--- config.mk ---
export PLATFORM = sky130hd
export DESIGN_NAME = layer_denorm
export DESIGN_NICKNAME = d
export VERILOG_FILES = /design/src/rtl/layer_denorm.sv
export SDC_FILE = /design/constraint.sdc
export NUM_CORES = 1
export LEC_CHECK = 0
export ABC_CLOCK_PERIOD_IN_PS = 4600
export CORE_UTILIZATION = 35
export CTS_CLUSTER_SIZE = 40
export DETAILED_ROUTE_END_ITERATION = 6
export SYNTH_ARGS = -nofsm -noshare
export SYNTH_HDL_FRONTEND = slang
export SYNTH_SLANG_ARGS = --single-unit
--- constraint.sdc ---
create_clock -name clk -period 4.6 [get_ports clk]
set_clock_uncertainty 0.1 [all_clocks]
set_input_delay 1.15 -clock clk [delete_from_list [all_inputs] [get_ports clk]]
set_output_delay 1.15 -clock clk [all_outputs]
set_load 0.02 [all_outputs]
--- src/rtl/layer_denorm.sv ---
// layer_denorm: rebuilds vector elements as x*scale + mean behind a one-deep output register.
// Optional macro LAYER_DENORM_SAT_EN clamps results to the unsigned output range instead of wrapping.
module layer_denorm #(
  parameter int N          = 4,
  parameter int DATA_WIDTH = 8
) (
  input  logic                    clk,
  input  logic                    rst,
  input  logic                    cfg_valid,
  output logic                    cfg_ready,
  input  logic [DATA_WIDTH+3:0]   cfg_mean,
  input  logic [DATA_WIDTH-1:0]   cfg_scale,
  input  logic                    in_valid,
  output logic                    in_ready,
  input  logic [DATA_WIDTH-1:0]   in_data,
  output logic                    out_valid,
  input  logic                    out_ready,
  output logic [DATA_WIDTH-1:0]   out_data,
  output logic                    out_last,
  output logic                    done
);

  localparam int FW = 2*DATA_WIDTH + 6;
  localparam int CW = (N > 1) ? $clog2(N) : 1;
  localparam logic [CW-1:0] LAST_IDX = CW'(N - 1);

  localparam logic [1:0] S_IDLE  = 2'd0;
  localparam logic [1:0] S_RUN   = 2'd1;
  localparam logic [1:0] S_FLUSH = 2'd2;

  logic [1:0]            r_state;
  logic [CW-1:0]         r_count;
  logic [DATA_WIDTH+3:0] r_mean;
  logic [DATA_WIDTH-1:0] r_scale;
  logic [DATA_WIDTH-1:0] r_out_data;
  logic                  r_out_valid;
  logic                  r_out_last;
  logic                  r_done;

  logic                  w_push;
  logic                  w_pop;
  logic                  w_is_last;
  logic signed [FW-1:0]  w_x;
  logic signed [FW-1:0]  w_scale;
  logic signed [FW-1:0]  w_mean;
  logic signed [FW-1:0]  w_full;
  logic [DATA_WIDTH-1:0] w_result;
  logic                  w_unused_bits;

  assign cfg_ready = (r_state == S_IDLE);
  assign in_ready  = (r_state == S_RUN) && (!r_out_valid || out_ready);
  assign w_push    = in_valid && in_ready;
  assign w_pop     = r_out_valid && out_ready;
  assign w_is_last = (r_count == LAST_IDX);

  // Operands widened to the full result width so neither product nor sum can overflow.
  assign w_x     = $signed({{(FW-DATA_WIDTH){in_data[DATA_WIDTH-1]}}, in_data});
  assign w_scale = $signed({{(FW-DATA_WIDTH){1'b0}}, r_scale});
  assign w_mean  = $signed({{(FW-DATA_WIDTH-4){1'b0}}, r_mean});
  assign w_full  = w_x * w_scale + w_mean;

`ifdef LAYER_DENORM_SAT_EN
  always_comb begin
    w_result = w_full[DATA_WIDTH-1:0];
    if (w_full[FW-1]) begin
      w_result = '0;
    end else if (|w_full[FW-2:DATA_WIDTH]) begin
      w_result = '1;
    end
  end
`else
  assign w_result = w_full[DATA_WIDTH-1:0];
`endif

  assign w_unused_bits = ^w_full[FW-1:DATA_WIDTH];

  always_ff @(posedge clk) begin
    if (rst) begin
      r_state <= S_IDLE;
      r_count <= '0;
      r_mean  <= '0;
      r_scale <= '0;
      r_done  <= 1'b0;
    end else begin
      r_done <= 1'b0;
      case (r_state)
        S_IDLE: begin
          if (cfg_valid) begin
            r_mean  <= cfg_mean;
            r_scale <= cfg_scale;
            r_count <= '0;
            r_state <= S_RUN;
          end
        end
        S_RUN: begin
          if (w_push) begin
            if (w_is_last) begin
              r_count <= '0;
              r_state <= S_FLUSH;
            end else begin
              r_count <= r_count + 1'b1;
            end
          end
        end
        S_FLUSH: begin
          // done is raised only once the final element has actually left.
          if (w_pop) begin
            r_state <= S_IDLE;
            r_done  <= 1'b1;
          end
        end
        default: r_state <= S_IDLE;
      endcase
    end
  end

  always_ff @(posedge clk) begin
    if (rst) begin
      r_out_valid <= 1'b0;
      r_out_last  <= 1'b0;
      r_out_data  <= '0;
    end else if (w_push) begin
      r_out_valid <= 1'b1;
      r_out_last  <= w_is_last;
      r_out_data  <= w_result;
    end else if (w_pop) begin
      r_out_valid <= 1'b0;
      r_out_last  <= 1'b0;
    end
  end

  assign out_valid = r_out_valid;
  assign out_data  = r_out_data;
  assign out_last  = r_out_last;
  assign done      = r_done;

endmodule

* Word level (Yosys, flattened, before mapping) *
Cells that the tools add are included.

storage, ports and cells
  bits of input ports = 33
  register bits = 31
  word-level logic and storage cells = 44

cells by class
  bitwise operators = 1
  equality and inequality tests = 7
  $add $sub $neg = 2
  $mul = 1
  mux-type cells = 13
  reductions and logical operators = 12

operators by type and width
  kind                 number
  $mux 2               7
  $mul 8x9->8          1
  $add 8x8->8          1
  $ne 2x2->1 const B   4
  $pmux 2 s3           1
  $eq 2x2->1 const B   2
  $mux 1               4
  $pmux 2 s2           1
  $reduce_and 4->1     1
  $reduce_bool 2->1    2
  $logic_and 1x1->1    3
  $reduce_and 3->1     1
  $add 2x1->2 const B  1
  $eq 2x1->1 const B   1
  $logic_not 2->1      1
  $reduce_and 2->1     1
  $reduce_or 2->1      1
  $logic_not 1->1      1
  $logic_or 1x1->1     1
  $not 1->1            1

* Longest topological paths before layout *
Gate-level depths: netlist of run 1.

  depth after elaboration = 6
  mapped depth = 16

* Worst setup path before layout of run 1 *
OpenSTA, ideal clock, no wires.

  path kind = input port to flip-flop
  from = in in_data[1]
  to = reg r_out_data[7], in the netlist out_data[7]
  cell stages on the path = 14
  data arrival time = 4590 ps
  buffers on the path = 0
  slack = -169 ps
  data required time = 4421 ps
  path through = nand2_1 fa_1 inv_1 fa_1 inv_1 fa_1 inv_1 fa_1 ha_1 ha_1 a21oi_1 xnor2_1 xnor3_1 a211oi_2

on the way
  word-level cells in the longest chain between the ends = 2

RTL lines
  element               line  text
  start, declared       15    input logic [DATA_WIDTH-1:0] in_data,
  $mul 8x9->8           60    assign w_full = w_x * w_scale + w_mean;
  $add 8x8->8           60
  end signal, assigned  125   r_out_data <= w_result;
  end, declared         35    logic [DATA_WIDTH-1:0] r_out_data;

No other way between the ends.
A chain may end at the register's enable or synchronous reset.

* Final worst setup path of run 1 *
  from = in in_data[0]
  to = reg r_out_data[7], in the netlist out_data[7]

Same word-level chain as after synthesis.

==> impl_metrics.csv, run 1 <==
group,metric,value,unit
grt,grt_max_degree,32,
route,drt_iter0_drc,68,
clock_network,clock_sinks,31,
timing,hold_violations,0,
timing,relSlewSlack,23.7,%
timing,rsz0062_at_grt,"true",
layout,antenna_cells,0,
layout,nFillCells,585,
timing,timing.final.crit_share,99.1,%
layout,layout_common_cells,"nand2_1 (64), clkdlybuf4s50_1 (34), inv_1 (31), dfxtp_1 (31), a21oi_1 (26)",
critical_path,cp-start-kind,"primary input",
timing,setup_tns,0,ns
synthesis,yosysTopAreaCell,"dfxtp_1",
synthesis,synthesis.area,2210,um2
timing,max_freq,219,MHz
critical_path,cp-end-kind,"flop",
clock_network,cts.path.max_buffers,2,
route,drtPass1Iterations,4,
grt,first_global_vias,1712,
die,rows,28,
synthesis,synth_area_leaders,"dfxtp_1 (28%), fa_1 (16%), ha_1 (12%)",
route,vias,1798,
die,start_util,36.9,%
clock_network,path_clk_slew,0.06,ns
timing,final-max-slew-violation-count,0,
critical_path,crit_type,"in -> reg",
pwr,p_per_area,251,nW/um2
synthesis,synth_nets,332,
placed_design,place_congestion,0.762,
synthesis,ys_ff_latch,31,
layout,drive_gt1_share,12.1,%
grt,track_usage,15.0,%
status,status,"finished, final reports clean",
grt,overflow,0,
clock_network,cts_buffers,5,
die,die_h,81.4,um
synthesis,syn_inst,260,
route,wl_per_cell,11.9,um
synthesis,synth_cell_types,27,
pwr,p_total,730,uW
placed_design,hpwl,3660,um
timing,whs,0.356,ns
critical_path,crit_required,4.70,ns
layout,fin_nets,379,
clock_network,cts_hold_buf,0,
clock_network,cts_tree,"done",
die,chipWidth,81.4,um
route,routed_wirelength,4550,um
layout,layout_commonest_cell,"nand2_1",
placed_design,dp_slack,-0.767,ns
route,drc,0,
critical_path,worstPathMaxFanout,4,
pwr,peakVddDrop,0.000135,V
grt,grt_antenna_before_repair,0,
timing,setup_violations,0,
layout,layout.cells.non_filler,382,
clock_network,worstSkewPairLatency,0.28,ns
pwr,power_leakage,0.00130,uW
die,die_area,6630,um2
grt,grt_pass1_wl,7490,um
clock_network,clock-root-buffer,"clkbuf_8",
layout,syn_to_final_growth,31.5,%
synthesis,synthDominantCellAreaShare,28.1,%
die,core-area,5990,um2
clock_network,cts_setup_buffers,0,
timing,worst_pin_slew,1.14,ns
synthesis,avgSynthCellArea,8.49,um2
die,io_pins,46,
critical_path,cp.arrival,4.65,ns
placed_design,dp_cells,375,
timing,min_period,4.56,ns
route,antenna_left,0,
synthesis,yosys_warnings,0,
timing,worst_slack,0.0416,ns
job,drv_cap,0,
route,avgViaCountPerCell,4.71,
clock_network,cts_max_level,2,
synthesis,ys_seq_area_share,28.1,%
placed_design,portBuffers,41,
min_path,hold_class,"reg -> reg",
[repair_timing]
| action | CTS | global route |
|---|---|---|
| gates resized for setup | 17 | 20 |
| pin swaps | 8 | 14 |
| setup endpoints to repair | 3 | 2 |
[metrics by stage]
| step | util [%] | area, um2 |
|---|---|---|
| finish | 48.5 | 2900 |
| global route | 48.5 | 2900 |
| CTS | 48.0 | 2880 |
| detailed placement | 46.2 | 2770 |
| global placement | 46.2 | 2770 |
| floorplan | - | 2240 |
[synthesized netlist by cell type (all sizes together)]
| library cell | instances |
|---|---|
| nand2b | 2 |
| nand3 | 1 |
| o211ai | 1 |
| a31oi | 1 |
| xor2 | 3 |
| dfxtp | 31 |
| nor4b | 1 |
| nand3b | 2 |
| or2 | 1 |
| and2 | 14 |
| a21oi | 27 |
| xnor2 | 10 |
| clkbuf | 9 |
| a21o | 1 |
| a2111oi | 1 |
| fa | 18 |
| nand2 | 66 |
| a211oi | 2 |
| nand4b | 1 |
| inv | 32 |
| ha | 21 |
| nor3 | 1 |
| nor2 | 9 |
| nor2b | 1 |
| nor3b | 1 |
| xnor3 | 3 |
[layout make-up]
type                            count  area (um2)  area share (%)
Inverter                           32         120            4.14
Tap cell                           75        93.8            3.23
Clock buffer                        6        82.6            2.84
Multi-Input combinational cell    188        1520            52.2
Timing Repair Buffer               49         467            16.1
Clock inverter                      1        5.00           0.172
Sequential cell                    31         621            21.4
[flip-flops by register name, summed over array words and instances (netlist names)]
signal	cells
out_data	8
r_mean	8
r_scale	8
r_count	2
r_state	2
done	1
out_last	1
out_valid	1
[kinds of logic (layout without fill, tap and decap cells)]
kind of cell,Yosys count,count (layout),share of synthesized area [%]
and+or+nand+nor,100,100,20.1
adders and majority gates,39,39,28.2
AOI/OAI and AO/OA,33,33,8.39
buffers and inverters,41,88,6.97
DFF,31,31,28.1
xor gates and xnor gates,16,16,8.22
[routing by layer]
metal	wire length [um]	share of wire (%)	GRT usage [%]	vias up
li1	-	-	-	908
met1	2150	47	19.2	853
met2	2170	48	24.3	29
met3	123	2.7	2.22	8
met4	108	2.4	7.50	0
met5	0	0	0	-
[power by group]
group / internal (uW) / total (uW) / switching, uW
clock network: 117 / 215 / 97.9
registers: 282 / 295 / 12.4
logic: 118 / 221 / 103
[critical path: stages]
cell and delay, ns:
buf_8 0.08, nand2_4 0.04, fa_1 0.51, inv_1 0.05
fa_1 0.50, inv_2 0.04, fa_1 0.49, inv_1 0.05
fa_1 0.49, ha_4 0.30, ha_4 0.19, a21oi_2 0.14
xnor2_1 0.14, xnor3_1 0.26, a211oi_2 0.21
[worst paths after layout]
check,endpoint,startpoint,slack (ns),depth (start not counted)
max,out_data[7],in_data[0],0.04,15
min,r_mean[1],r_mean[1],0.36,2
max reg2reg,out_data[7],r_scale[6],0.57,14
min reg2reg,r_mean[1],r_mean[1],0.36,2
Power figures use the tool's default switching activity.
==> run 2: changes to the inputs <==
- CELL_PAD_IN_SITES_DETAIL_PLACEMENT: not set -> 1
- CELL_PAD_IN_SITES_GLOBAL_PLACEMENT: not set -> 2
- CORE_UTILIZATION: 35 -> 27
- PLACE_DENSITY_LB_ADDON: not set -> 0.1
==> impl_metrics.csv, run 2 (synthesized netlist as in run 1, its figures left out) <==
group,metric,value,unit
layout,drive_gt1_share,11.6,%
critical_path,crit_chain,"buf_4, and2_1, fa_1, fa_1, ha_1, fa_1, ha_1, ha_1, a21o_1, a21oi_2, xnor2_1, xnor3_1, a211oi_2",
clock_network,cts_setup_buffers,0,
layout,fin_nets,382,
timing,setup_tns,0,ns
critical_path,cp-end-kind,"flop",
route,antenna_left,0,
timing,min_period,4.54,ns
placed_design,hpwl,4320,um
layout,nFillCells,967,
clock_network,path_clk_slew,0.07,ns
critical_path,crit-reg2reg-capture,"out_data[7]",
pwr,p_per_area,249,nW/um2
clock_network,clock_sinks,31,
critical_path,cp.arrival,4.66,ns
critical_path,cp_num_buf_inv,1,
pwr,p_total,726,uW
timing,final-max-slew-violation-count,0,
status,status,"finished, final reports clean",
timing,max_freq,220,MHz
job,drv_cap,0,
route,avgViaCountPerCell,4.36,
die,die_area,8550,um2
timing,worst_pin_slew,0.959,ns
route,vias,1801,
clock_network,clock-root-buffer,"clkbuf_8",
layout,seqCellArea,621,um2
route,wl_per_cell,12.9,um
timing,timing.final.crit_share,98.7,%
die,start_util,28.3,%
critical_path,cp_top_family,"adder cells",
min_path,hold_path.startpoint,"out_data[1]",
timing,rsz0062_at_grt,"true",
layout,syn_to_final_growth,31.8,%
critical_path,rr_worst_depth,15,
critical_path,r2r-start,"r_scale[3]",
clock_network,worstSkewPairLatency,0.29,ns
clock_network,cts_buffers,5,
grt,overflow,0,
grt,grt_pass1_wl,8910,um
grt,grt_antenna_before_repair,0,
min_path,hold_class,"reg -> reg",
critical_path,cpPeakStageDelay,0.51,ns
layout,layout_commonest_cell,"nand2_1",
grt,grt_max_degree,18,
die,io_pins,46,
timing,hold_violations,0,
pwr,peakVddDrop,0.0000976,V
layout,layout_common_cells,"nand2_1 (63), clkdlybuf4s50_1 (36), inv_1 (31), dfxtp_1 (31), a21oi_1 (26)",
critical_path,crit_slowest_cell,"fa_1",
layout,multi_input_area,1480,um2
die,core-area,7810,um2
critical_path,worstSetupStartpoint,"in_data[0]",
layout,antenna_cells,0,
route,routed_wirelength,5330,um
route,drtPass1Iterations,4,
timing,relSlewSlack,35.8,%
clock_network,cts.path.max_buffers,2,
placed_design,portBuffers,41,
critical_path,cp-start-kind,"primary input",
clock_network,cts_tree,"done",
grt,first_global_vias,1847,
critical_path,crit_type,"in -> reg",
placed_design,place_congestion,0.712,
route,drc,0,
die,chipWidth,92.4,um
min_path,min_path_cells,2,
min_path,hold_end,"out_data[1]",
critical_path,worstPathMaxFanout,5,
critical_path,rrSetupSlack,0.59,ns
route,drt_iter0_drc,31,
grt,track_usage,13.6,%
placed_design,placed_cell_area,2820,um2
critical_path,crit_required,4.71,ns
die,die_h,92.4,um
critical_path,cp.depth,13,
timing,setup_violations,0,
pwr,power_leakage,0.00128,uW
die,rows,32,
clock_network,cts_max_level,2,
layout,fin_area,2910,um2
run 2: cell count changes in the layout (fill, tap and decap cells not counted), moves of 2 or more:
cell             before  now
buf_4                 8   12
clkdlybuf4s50_1      34   36
and2_1               11   13
nand2_2               1    3
and2_4                3    1
dlymetal6s2s_1        2    0
ha_4                  4    2
clkinvlp_4            0    2
ha_1                 15   18
run 2: final cells by class:
cell class              count  area share (%)
clock inverters             3           0.688
well taps                 102            4.38
inverters                  32            4.13
multi-input cells         188            50.8
flip-flops and latches     31            21.3
repair buffers             52            16.4
clock buffers               5            2.36
run 2: how the worst max path moves through the flow:
stage | to | slack, ns
global route | out_data[7] | -0.07
finish | out_data[7] | 0.06
floorplan | out_data[7] | 0.004
global placement | out_data[7] | -0.80
CTS | out_data[7] | 0.001
detailed placement | out_data[7] | -0.84
run 2: metrics by stage:
step	worst slack, ns	instances	utilization [%]	hold WS (ns)
2_1_floorplan	0.00367	260	-	0.336
3_3_place_gp	-0.801	405	36.2	0.346
3_5_place_dp	-0.844	405	36.2	0.348
4_1_cts	0.00133	413	37.2	0.359
5_1_grt	-0.0698	413	37.3	0.392
6_report	0.0581	413	37.3	0.355
run 2: worst min-delay path: stages, from the launching register on:
cell	delay [ns]
dfxtp_1	0.31
nand2_1	0.05
a21oi_1	0.05
run 2: what timing repair did:
item / CTS / global route
setup endpoints to repair: 3 / 2
cloned: 0 / 0
pin swaps: 10 / 11
resized for setup: 16 / 12
hold buffers: 0 / 0
run 2: report_power, final:
group / total, uW / switching, uW / internal, uW
clock: 215 / 110 / 105
combinational: 216 / 102 / 114
sequential: 295 / 13.2 / 282
total: 726 / 225 / 501
run 2: metal layers:
| layer | wire length (um) | part of all wire [%] | global-route usage (%) | vias up |
|---|---|---|---|---|
| li1 | - | - | - | 912 |
| met1 | 2690 | 50 | 18.4 | 861 |
| met2 | 2440 | 46 | 21.4 | 23 |
| met3 | 128 | 2.4 | 2.79 | 5 |
| met4 | 76 | 1.4 | 5.08 | 0 |
| met5 | 0 | 0 | 0 | - |
